File: src/rtl/lights_pkg.sv
// rtl/lights_pkg.sv - shared WS2811 timing formulas and serializer state encoding
package lights_pkg;

  typedef enum logic [1:0] {
    ST_IDLE  = 2'd0,
    ST_FETCH = 2'd1,
    ST_SHIFT = 2'd2,
    ST_LATCH = 2'd3
  } ws_state_t;

  // Full bit period at the 800 kHz line rate
  function automatic int t_bit_cycles(input int clk_hz);
    return clk_hz / 800000;
  endfunction

  // High time of a 0 bit (0.4 us)
  function automatic int t0h_cycles(input int clk_hz);
    return clk_hz / 2500000;
  endfunction

  // High time of a 1 bit (0.8 us)
  function automatic int t1h_cycles(input int clk_hz);
    return clk_hz / 1250000;
  endfunction

  // Low time that makes the string latch the frame (50 us)
  function automatic int t_latch_cycles(input int clk_hz);
    return clk_hz / 20000;
  endfunction

endpackage

File: src/rtl/ws2811_bit_timer.sv
// rtl/ws2811_bit_timer.sv - per-bit period counter and DO high/low phase decode
module ws2811_bit_timer
  import lights_pkg::*;
#(
  parameter int SYSTEM_CLOCK = 50000000
) (
  input  logic clk,
  input  logic rst_n,
  input  logic run,
  input  logic bit_value,
  output logic level,
  output logic bit_first,
  output logic bit_last
);

  localparam int T_BIT = t_bit_cycles(SYSTEM_CLOCK);
  localparam int T0H   = t0h_cycles(SYSTEM_CLOCK);
  localparam int T1H   = t1h_cycles(SYSTEM_CLOCK);
  localparam int CW    = $clog2(T_BIT + 1);

  logic [CW-1:0] count;
  logic [CW-1:0] high_len;

  // Counts cycles within the current bit; parks at zero when not serialising
  always_ff @(posedge clk or negedge rst_n) begin
    if (!rst_n) begin
      count <= '0;
    end else if (!run || bit_last) begin
      count <= '0;
    end else begin
      count <= count + 1'b1;
    end
  end

  // Decode bit boundaries and whether the line is in the high phase
  always_comb begin
    high_len  = bit_value ? CW'(T1H) : CW'(T0H);
    bit_first = run && (count == '0);
    bit_last  = run && (count == CW'(T_BIT - 1));
    level     = run && (count < high_len);
  end

endmodule

File: src/rtl/ws2811_serializer.sv
// rtl/ws2811_serializer.sv - WS2811 frame serializer with one-pixel prefetch
module ws2811_serializer
  import lights_pkg::*;
#(
  parameter int NUM_LEDS     = 150,
  parameter int SYSTEM_CLOCK = 50000000
) (
  input  logic       clk,
  input  logic       rst_n,
  input  logic       start,
  output logic       sending,
  output logic [7:0] address,
  output logic       data_request,
  input  logic [7:0] red_in,
  input  logic [7:0] green_in,
  input  logic [7:0] blue_in,
  output logic       DO
);

  localparam int          T_LATCH  = t_latch_cycles(SYSTEM_CLOCK);
  localparam int          LW       = $clog2(T_LATCH + 1);
  localparam logic [7:0]  LAST_PIX = 8'(NUM_LEDS - 1);
  localparam logic [4:0]  LAST_BIT = 5'd23;

  ws_state_t     state;
  ws_state_t     next_state;
  logic [23:0]   shift_reg;
  logic [23:0]   shadow_reg;
  logic [4:0]    bit_idx;
  logic [7:0]    pix_idx;
  logic [LW-1:0] latch_cnt;
  logic          req_pend;
  logic          loaded;
  logic          run;
  logic          level;
  logic          bit_first;
  logic          bit_last;
  logic          frame_end;
  logic          latch_done;

  assign run        = (state == ST_SHIFT);
  assign frame_end  = bit_last && (bit_idx == LAST_BIT) && (pix_idx == LAST_PIX);
  assign latch_done = (latch_cnt == LW'(T_LATCH - 1));

  ws2811_bit_timer #(
    .SYSTEM_CLOCK(SYSTEM_CLOCK)
  ) u_bit_timer (
    .clk      (clk),
    .rst_n    (rst_n),
    .run      (run),
    .bit_value(shift_reg[23]),
    .level    (level),
    .bit_first(bit_first),
    .bit_last (bit_last)
  );

  // State register
  always_ff @(posedge clk or negedge rst_n) begin
    if (!rst_n) begin
      state <= ST_IDLE;
    end else begin
      state <= next_state;
    end
  end

  // Next-state logic; start only matters in IDLE
  always_comb begin
    next_state = state;
    case (state)
      ST_IDLE:  if (start)      next_state = ST_FETCH;
      ST_FETCH: if (loaded)     next_state = ST_SHIFT;
      ST_SHIFT: if (frame_end)  next_state = ST_LATCH;
      ST_LATCH: if (latch_done) next_state = ST_IDLE;
      default:                  next_state = ST_IDLE;
    endcase
  end

  // Outputs decoded from state and the bit timer, so reset clears them at once
  always_comb begin
    sending = (state != ST_IDLE);
    DO      = (state == ST_SHIFT) && level;
  end

  // Upstream handshake, pixel/bit counters and shift/shadow registers.
  // req_pend marks the cycle whose closing edge is the 2nd after the request edge.
  always_ff @(posedge clk or negedge rst_n) begin
    if (!rst_n) begin
      address      <= '0;
      data_request <= 1'b0;
      req_pend     <= 1'b0;
      loaded       <= 1'b0;
      pix_idx      <= '0;
      bit_idx      <= '0;
      shift_reg    <= '0;
      shadow_reg   <= '0;
    end else begin
      data_request <= 1'b0;
      req_pend     <= data_request;
      case (state)
        ST_IDLE: begin
          loaded <= 1'b0;
          if (start) begin
            address      <= '0;
            data_request <= 1'b1;
            pix_idx      <= '0;
            bit_idx      <= '0;
          end
        end
        ST_FETCH: begin
          if (req_pend) begin
            shift_reg <= {green_in, red_in, blue_in};
            loaded    <= 1'b1;
          end
        end
        ST_SHIFT: begin
          loaded <= 1'b0;
          if (bit_first && (bit_idx == '0) && (pix_idx != LAST_PIX)) begin
            address      <= pix_idx + 8'd1;
            data_request <= 1'b1;
          end
          if (req_pend) begin
            shadow_reg <= {green_in, red_in, blue_in};
          end
          if (bit_last) begin
            if (bit_idx == LAST_BIT) begin
              bit_idx <= '0;
              if (pix_idx != LAST_PIX) begin
                pix_idx   <= pix_idx + 8'd1;
                shift_reg <= shadow_reg;
              end else begin
                shift_reg <= '0;
              end
            end else begin
              bit_idx   <= bit_idx + 5'd1;
              shift_reg <= {shift_reg[22:0], 1'b0};
            end
          end
        end
        default: begin
          loaded <= 1'b0;
        end
      endcase
    end
  end

  // Latch gap counter, cleared whenever the serializer is not latching
  always_ff @(posedge clk or negedge rst_n) begin
    if (!rst_n) begin
      latch_cnt <= '0;
    end else if ((state == ST_LATCH) && !latch_done) begin
      latch_cnt <= latch_cnt + 1'b1;
    end else begin
      latch_cnt <= '0;
    end
  end

endmodule
File: config.mk
export PLATFORM = sky130hd
export DESIGN_NAME = ws2811_serializer
export DESIGN_NICKNAME = d
export VERILOG_FILES = /design/src/rtl/lights_pkg.sv /design/src/rtl/ws2811_bit_timer.sv /design/src/rtl/ws2811_serializer.sv
export SDC_FILE = /design/constraint.sdc
export NUM_CORES = 1
export LEC_CHECK = 0
export ABC_AREA = 1
export CORE_MARGIN = 4
export CORE_UTILIZATION = 25
export DETAILED_ROUTE_END_ITERATION = 6
export DONT_BUFFER_PORTS = 1
export PLACE_DENSITY = 0.41
export SLEW_MARGIN = 10
export SYNTH_ARGS = -nofsm -noshare
export SYNTH_HDL_FRONTEND = slang
export SYNTH_SLANG_ARGS = --single-unit
File: constraint.sdc
create_clock -name clk -period 1.8 [get_ports clk]
set_input_delay 0.36 -clock clk [delete_from_list [all_inputs] [get_ports clk]]
set_output_delay 0.36 -clock clk [all_outputs]
set_load 0.02 [all_outputs]
* Word level (Yosys, flattened, before mapping)
Index checks and enable logic that the tools add are counted.
** Operators by class
- Add/sub/neg operators :: 4
- Magnitude comparators :: 1
- Reduce and logical (&&, ||, !) cells :: 24
- Mux-type cells :: 29
- Eq/ne operators :: 17
** Operator list (count)
- $mux W24 :: 4
- $pmux W24 S2 :: 1
- $mux W8 :: 5
- $pmux W8 S2 :: 2
- $ne A2 B2 Y1 const B :: 9
- $mux W5 :: 3
- $add A12 B1 Y12 const B :: 1
- $eq A12 B12 Y1 const B :: 1
- $mux W12 :: 1
- $mux W6 :: 2
- $pmux W5 S2 :: 1
- $logic_and A1 B1 Y1 :: 9
- $reduce_and A3 Y1 :: 3
- $add A8 B1 Y8 const B :: 1
- $eq A8 B8 Y1 const B :: 1
- $mux W2 :: 4
- $ne A8 B8 Y1 const B :: 1
- $pmux W2 S4 :: 1
- $add A6 B1 Y6 const B :: 1
- $eq A6 B6 Y1 const B :: 1
- $logic_not A6 Y1 :: 1
- $lt A6 B6 Y1 :: 1
- $reduce_bool A2 Y1 :: 3
- $add A5 B1 Y5 const B :: 1
- 12 further kinds :: 17
** Storage, ports and cells
- Word-level logic and storage cells :: 86
- Input bits :: 27
- Output and inout bits :: 11
- Flip-flop bits (word level) :: 92

* Depth between registers and ports, before layout
Gate-level depths: netlist (run 1).
- Depth in word-level cells :: 6
- Gate-level depth with buffers :: 11
- Mapped depth without buffers :: 10

* Hierarchy
From an unflattened synthesis (run 1), not the netlist that was laid out.
** Second synthesis, totals
- Cells, all modules :: 678
- Area total of the unflattened synthesis :: 5088.6 µm²
** Modules (own cells, without submodules)
- ws2811_serializer :: sequential area each 2152.1 µm², instances 1, area an instance 4654.5 µm², cells an instance 628
- ws2811_bit_timer :: sequential area each 150.1 µm², instances 1, area an instance 434.2 µm², cells an instance 50

* Least setup slack after synthesis (run 1)
OpenSTA, ideal clock, no wires.
- Path type :: register to output
- From :: register state[0]
- To :: output port DO
- Stages on the path, launching flop included :: 8
- Setup slack :: -0.015 ns
- Required time :: 1.440 ns
- Buffers on the path :: 3
- Data arrival time :: 1.455 ns
- Cells stage by stage :: dfrtp_1 -> inv_1 -> ha_1 -> buf_4 -> inv_1 -> buf_4 -> buf_2 -> nor2_1
** On the way
- Longest elaborated chain between the ends :: 3
** RTL lines
- start, declared :: line ws2811_serializer.sv:25 : ws_state_t state;
- start signal, assigned :: line ws2811_serializer.sv:62 : state <= next_state;
- $eq A2 B2 Y1 (*) :: line ws2811_serializer.sv:41, ws2811_serializer.sv:81
- $logic_and A1 B1 Y1 :: line ws2811_bit_timer.sv:40 : level = run && (count < high_len);
- $logic_and A1 B1 Y1 (*) :: line ws2811_serializer.sv:81 : DO = (state == ST_SHIFT) && level;
- end, declared :: line ws2811_serializer.sv:17 : output logic DO
Every way passes the cells marked *; elsewhere a longest branch is shown, timed or not.

* Final worst setup path (run 1)
Ends and elaborated chain as after synthesis.

==> metrics.cfg, run 1 <==
[global_route]
grt_usage_pct = 11.2
overflow = 0
grt_max_degree = 93
grt_pass1_wl_microns = 19900
antenna_found_initial = 0
grt_pass1_vias = 3901

[clock_tree]
clk_pin_slew_ns = 0.07
clock-sinks = 92
cts-buffers-inserted = 9
insertion_delay_ns = 0.34
cts_buffer_depth = 2
cts_root_buf = clkbuf_16
tritoncts = yes
cts_max_level = 3

[routing]
first_iter_violations = 154
drtAntennaViolNets = 0
firstDrtPassIters = 4
vias = 3837
wirelength_microns = 11700
post_drt_via_cell_ratio = 4.41
drc_errors = 0
wl_per_cell_microns = 13.5

[timing]
fin_hold_ws_ns = -0.288
rsz0062_at_grt = true
setup_violations = 1
finalClockSkew_ns = 0.0106
fin_crit_sh_pct = 106
finalCriticalPeriod_ns = 1.91
hold_viol_final = 92
slew_headroom_pct = 76.3
postLayoutSetupSlackWorst_ns = -0.114
max_freq_mhz = 522
worstMarginPinSlew_ns = 0.354
fin_setup_tns_ns = -0.114
maxSlewViolCount = 0

[final_layout]
diodes = 0
layout_commonest_cell = nand2_1
drive_gt1_share_pct = 19.2
area_growth_pct = 17.1
finalNetCount = 648
mostFrequentLayoutCells = nand2_1 (155), dfrtp_1 (91), nor2_1 (88), inv_1 (36), nand3_1 (29)

[status]
status = finished, violations left
failed_checks = hold timing, setup timing

[placement]
gp_congestion = 0.773
dpl.hpwl_microns = 7820
io_buffers = 0
pre_cts_slack_ns = 0.00308

[synth]
syn_inst = 584
seq_area_frac_synth_pct = 47.0
synth.distinct_cells = 34
synth.net_count = 627
ys_ff_latch = 92
syn-cell-area_sq_um = 4900
synth-main-ff-cell = dfrtp_1
synth_edf_count = 0
synthArstFlopShare_pct = 100
yosys_warnings = 0
avgSynthCellArea_sq_um = 8.38

[worst_setup_path]
critical_path_class = reg -> out
worstPathRequired_ns = 1.44
worstPathArrival_ns = 1.55
timing.critical_path.from_type = flop
worstRegToRegCells = 11
critPathMaxFanout = 25
worstSetupEndpointType = output pin

[floorplan]
die_y_microns = 148
rows = 50
dieWidth_microns = 148
io_pins = 38
die_area_sq_um = 21900
design.core.area_sq_um = 19000
start_util_pct = 25.8

[power_and_ir_drop]
peakVddDrop_mv = 0.398
power_uw = 4140
power_density_nw_per_um2 = 723
leakage_uw = 0.00252

[run]
drv_cap = 0

[hold_path]
holdCritPathClass = in -> async

## critical path, stage by stage, from the launching register on
cell and delay (ns):
dfrtp_1 0.41, inv_2 0.12, ha_4 0.18, inv_2 0.08
buf_12 0.17, nor2_2 0.13, buf_6 0.12
## per-stage QoR
stage	instance area (sq um)	instances	hold WS (ns)	utilization, %
4_1_cts	5680	865	-0.308	30.0
3_5_place_dp	5330	846	0.0710	28.1
2_1_floorplan	4900	584	0.0644	-
5_1_grt	5740	870	-0.308	30.3
3_3_place_gp	5330	846	0.0707	28.1
6_report	5740	870	-0.288	30.3
## worst paths after layout
check | startpoint | endpoint | slack (ns)
setup / recovery | state[0]$_DFFE_PN0P_ | DO | -0.11
hold / removal | rst_n | latch_cnt[8]$_DFF_PN0_ | -0.29
setup reg to reg | state[0]$_DFFE_PN0P_ | pix_idx[0]$_DFFE_PN0P_ | 0.09
hold reg to reg | latch_cnt[0]$_DFF_PN0_ | latch_cnt[0]$_DFF_PN0_ | 0.48
max in group asynchronous | rst_n | bit_idx[1]$_DFFE_PN0P_ | 1.93
min in group clk | blue_in[6] | shadow_reg[6]$_DFFE_PN0P_ | 0.16
## cell families after synthesis
group / count (synthesis) / synth area share [%]
AO/OA/AOI/OAI: 58 / 7.87
XOR/XNOR: 9 / 1.61
adder cells (fa/ha/maj): 16 / 4.09
buffers and inverters: 67 / 6.21
flip-flops: 92 / 47.0
multiplexers: 24 / 5.52
AND/OR/NAND/NOR: 318 / 27.7
## final cells by class
cell class / instances / area [sq um]
Sequential cell: 92 / 2300
Clock inverter: 6 / 70.1
Fill cell: 2002 / 13200
Clock buffer: 10 / 239
Tap cell: 260 / 325
Inverter: 43 / 168
Multi-Input combinational cell: 426 / 2330
Timing Repair Buffer: 33 / 302
## layer usage
layer	up-vias	global-route usage [%]	routed length (microns)
li1	1946	-	-
met1	1812	14.7	5550
met2	67	18.1	5460
met3	12	2.58	531
met4	0	4.11	164
met5	-	0	0
## synthesized netlist by cell type, types with 3 or more instances
library cell	n	area [sq um]
inv_1	40	150
nand3_1	30	150
nor2_1	90	338
a21oi_1	17	85.1
nor3b_1	3	22.5
nor3_1	4	20.0
buf_4	4	30.0
xor2_1	8	70.1
o21ai_0	16	80.1
nand2_1	156	586
buf_2	14	70.1
dfrtp_1	92	2300
nand4_1	27	169
mux2_2	24	270
ha_1	16	200
a21oi_2	20	175
## where the power goes
| part | switching (uW) | internal [uW] | leakage [uW] | total [uW] |
|---|---|---|---|---|
| clock | 856 | 1130 | 0.000154 | 1990 |
| sequential | 13.3 | 2090 | 0.00105 | 2110 |
| combinational | 19.4 | 32.3 | 0.00131 | 51.7 |
| total | 888 | 3260 | 0.00252 | 4140 |
## repair_timing
action                                  in CTS  in global routing
endpoints found under the setup margin      13                 23
endpoints found under the hold margin       92                 92
pin swaps                                    0                  3
cloned                                       0                  1
gates resized for setup                      7                  7
buffers inserted                             3                  4
No activity file was read; power rests on OpenSTA's default activity.
==> run 2: changes to the inputs <==
GPL_TIMING_DRIVEN = 0   (was default)
==> run 2 against run 1 <==
  * Clock-buffer cell count stayed put
  * Sequential cell count stayed put
  * Via count is 2.7% higher
  * Critical path depth stayed put
  * Largest cell class unchanged
  * Total power is 0.62% lower
  * The flow still finishes with violations (hold timing, setup timing)
  * Combinational power hardly changed
  * Routed wire length is 3.0% higher
  * Register-to-register slack better by 0.02 ns
  * Cell count is 1.4% higher
==> metrics.cfg, run 2 (synthesis gave the netlist of run 1 again) <==
[timing]
fin_setup_tns_ns = -0.00978  ; was -0.114 ns
finalCriticalPeriod_ns = 1.81  ; was 1.91 ns
rsz0062_at_grt = true  ; unchanged
finalClockSkew_ns = 0.00969  ; was 0.0106 ns
fin_crit_sh_pct = 101  ; was 106%
worstMarginPinSlew_ns = 0.335  ; was 0.354 ns
maxSlewViolCount = 0  ; unchanged
max_freq_mhz = 553  ; was 522 MHz
postLayoutSetupSlackWorst_ns = -0.00978  ; was -0.114 ns
hold_viol_final = 92  ; unchanged
fin_hold_ws_ns = -0.294  ; was -0.288 ns
slew_headroom_pct = 77.6  ; was 76.3%
setup_violations = 1  ; unchanged

[power_and_ir_drop]
power_uw = 4120  ; was 4140 uW
leakage_uw = 0.00254  ; was 0.00252 uW
peakVddDrop_mv = 0.530  ; was 0.398 mV
power_density_nw_per_um2 = 702  ; was 723 nW/um^2

[worst_setup_path]
worstSetupEndpointType = output pin  ; unchanged
timing.critical_path.from_type = flop  ; unchanged
worstRegToRegCells = 8  ; was 11
critPathMaxFanout = 3  ; was 25
worstPathRequired_ns = 1.44  ; about the same
critical_path_class = reg -> out  ; unchanged
worstPathArrival_ns = 1.45  ; was 1.55 ns

[final_layout]
utilization_pct = 31.0  ; was 30.3%
fill_cells = 2023  ; was 2,002
diodes = 0  ; unchanged
stdcell_count = 882  ; was 870
area_growth_pct = 19.8  ; was 17.1%
mostFrequentLayoutCells = nand2_1 (152), dfrtp_1 (91), nor2_1 (87), inv_1 (36), nand3_1 (28)  ; was nand2_1 (155), dfrtp_1 (91), nor2_1 (88), inv_1 (36), nand3_1 (29)
multi_input_area_sq_um = 2410  ; was 2330 sq um
layout_commonest_cell = nand2_1  ; unchanged
finalNetCount = 660  ; was 648
drive_gt1_share_pct = 22.3  ; was 19.2%
seqCellArea_sq_um = 2300  ; unchanged

[global_route]
grt_pass1_wl_microns = 19900  ; about the same
grt_usage_pct = 11.3  ; was 11.2%
grt_pass1_vias = 3962  ; was 3,901
antenna_found_initial = 0  ; unchanged
overflow = 0  ; unchanged
grt_max_degree = 93  ; unchanged

[clock_tree]
insertion_delay_ns = 0.35  ; was 0.34 ns
clk_pin_slew_ns = 0.07  ; about the same
cts_max_level = 3  ; unchanged
cts_root_buf = clkbuf_16  ; unchanged
cts-buffers-inserted = 9  ; unchanged
tritoncts = yes  ; unchanged
clock-sinks = 92  ; unchanged
cts_buffer_depth = 2  ; unchanged

[routing]
first_iter_violations = 179  ; was 154
drc_errors = 0  ; unchanged
post_drt_via_cell_ratio = 4.47  ; was 4.41
wirelength_microns = 12100  ; was 11,700 microns
wl_per_cell_microns = 13.7  ; was 13.5 microns
drtAntennaViolNets = 0  ; unchanged
vias = 3941  ; was 3,837
firstDrtPassIters = 4  ; unchanged

[status]
failed_checks = hold timing, setup timing  ; unchanged
status = finished, violations left  ; unchanged

[hold_path]
holdCritPathClass = in -> async  ; unchanged

[floorplan]
start_util_pct = 25.8  ; unchanged
design.core.area_sq_um = 19000  ; unchanged
io_pins = 38  ; unchanged
dieWidth_microns = 148  ; unchanged
rows = 50  ; unchanged
die_y_microns = 148  ; unchanged
die_area_sq_um = 21900  ; unchanged

[placement]
io_buffers = 0  ; unchanged
post-place-cells = 844  ; was 846
dpl.hpwl_microns = 8060  ; was 7820 microns
gp_congestion = 0.798  ; was 0.773

[run]
drv_cap = 0  ; unchanged

[run 2: path summary, 6_finish.rpt]
kind                                                start                         to  slack, ns
min in group clk                               blue_in[5]  shadow_reg[5]$_DFFE_PN0P_       0.15
setup reg to reg           u_bit_timer.count[1]$_DFF_PN0_  shift_reg[21]$_DFFE_PN0P_       0.11
hold reg to reg                    latch_cnt[0]$_DFF_PN0_     latch_cnt[0]$_DFF_PN0_       0.49
setup / recovery                     state[0]$_DFFE_PN0P_                         DO      -0.01
max in group asynchronous                           rst_n     address[5]$_DFFE_PN0P_       1.92
hold / removal                                      rst_n     latch_cnt[6]$_DFF_PN0_      -0.29
[run 2: where the power goes]
part	switching [uW]	internal, uW	leakage, uW
combinational	19.6	32.4	0.00135
sequential	13.0	2090	0.00105
clock	870	1090	0.000140
total	903	3220	0.00254
[run 2: area by class of cell]
type / instances / share of cell area [%]
inverter: 43 / 2.92
sequential: 92 / 39.3
clock buffer: 10 / 3.90
buffer: 23 / 3.01
timing repair buffer: 22 / 3.03
clock inverter: 6 / 1.22
tap: 260 / 5.54
multi-input combinational: 426 / 41.1
[run 2: per-layer routing]
metal	global-route usage, %	up-vias	wire length, microns
li1	-	1965	-
met1	14.3	1881	5540
met2	18.5	72	5620
met3	2.67	23	612
met4	4.90	0	293
met5	0	-	0
[run 2: worst max-delay path, stage by stage, from the launching register on]
cell and delay [ns]:
dfrtp_1 0.39, inv_2 0.08, ha_4 0.16, inv_4 0.04, buf_6 0.12, buf_12 0.12
nor2_4 0.18
[run 2: metrics by stage]
| step | worst slack, ns | area, sq um |
|---|---|---|
| 2_1_floorplan | 0.0652 | 4900 |
| 3_3_place_gp | -0.210 | 5220 |
| 3_5_place_dp | -0.220 | 5220 |
| 4_1_cts | -0.0904 | 5700 |
| 5_1_grt | -0.0827 | 5870 |
| 6_report | -0.00978 | 5870 |
[run 2: repair_timing]
item,4_1_cts,5_1_grt
pin swaps,5,9
resized for setup,29,22
endpoints found under the hold margin,92,92
endpoints found under the setup margin,62,44
setup buffers,10,12
cloned,0,1
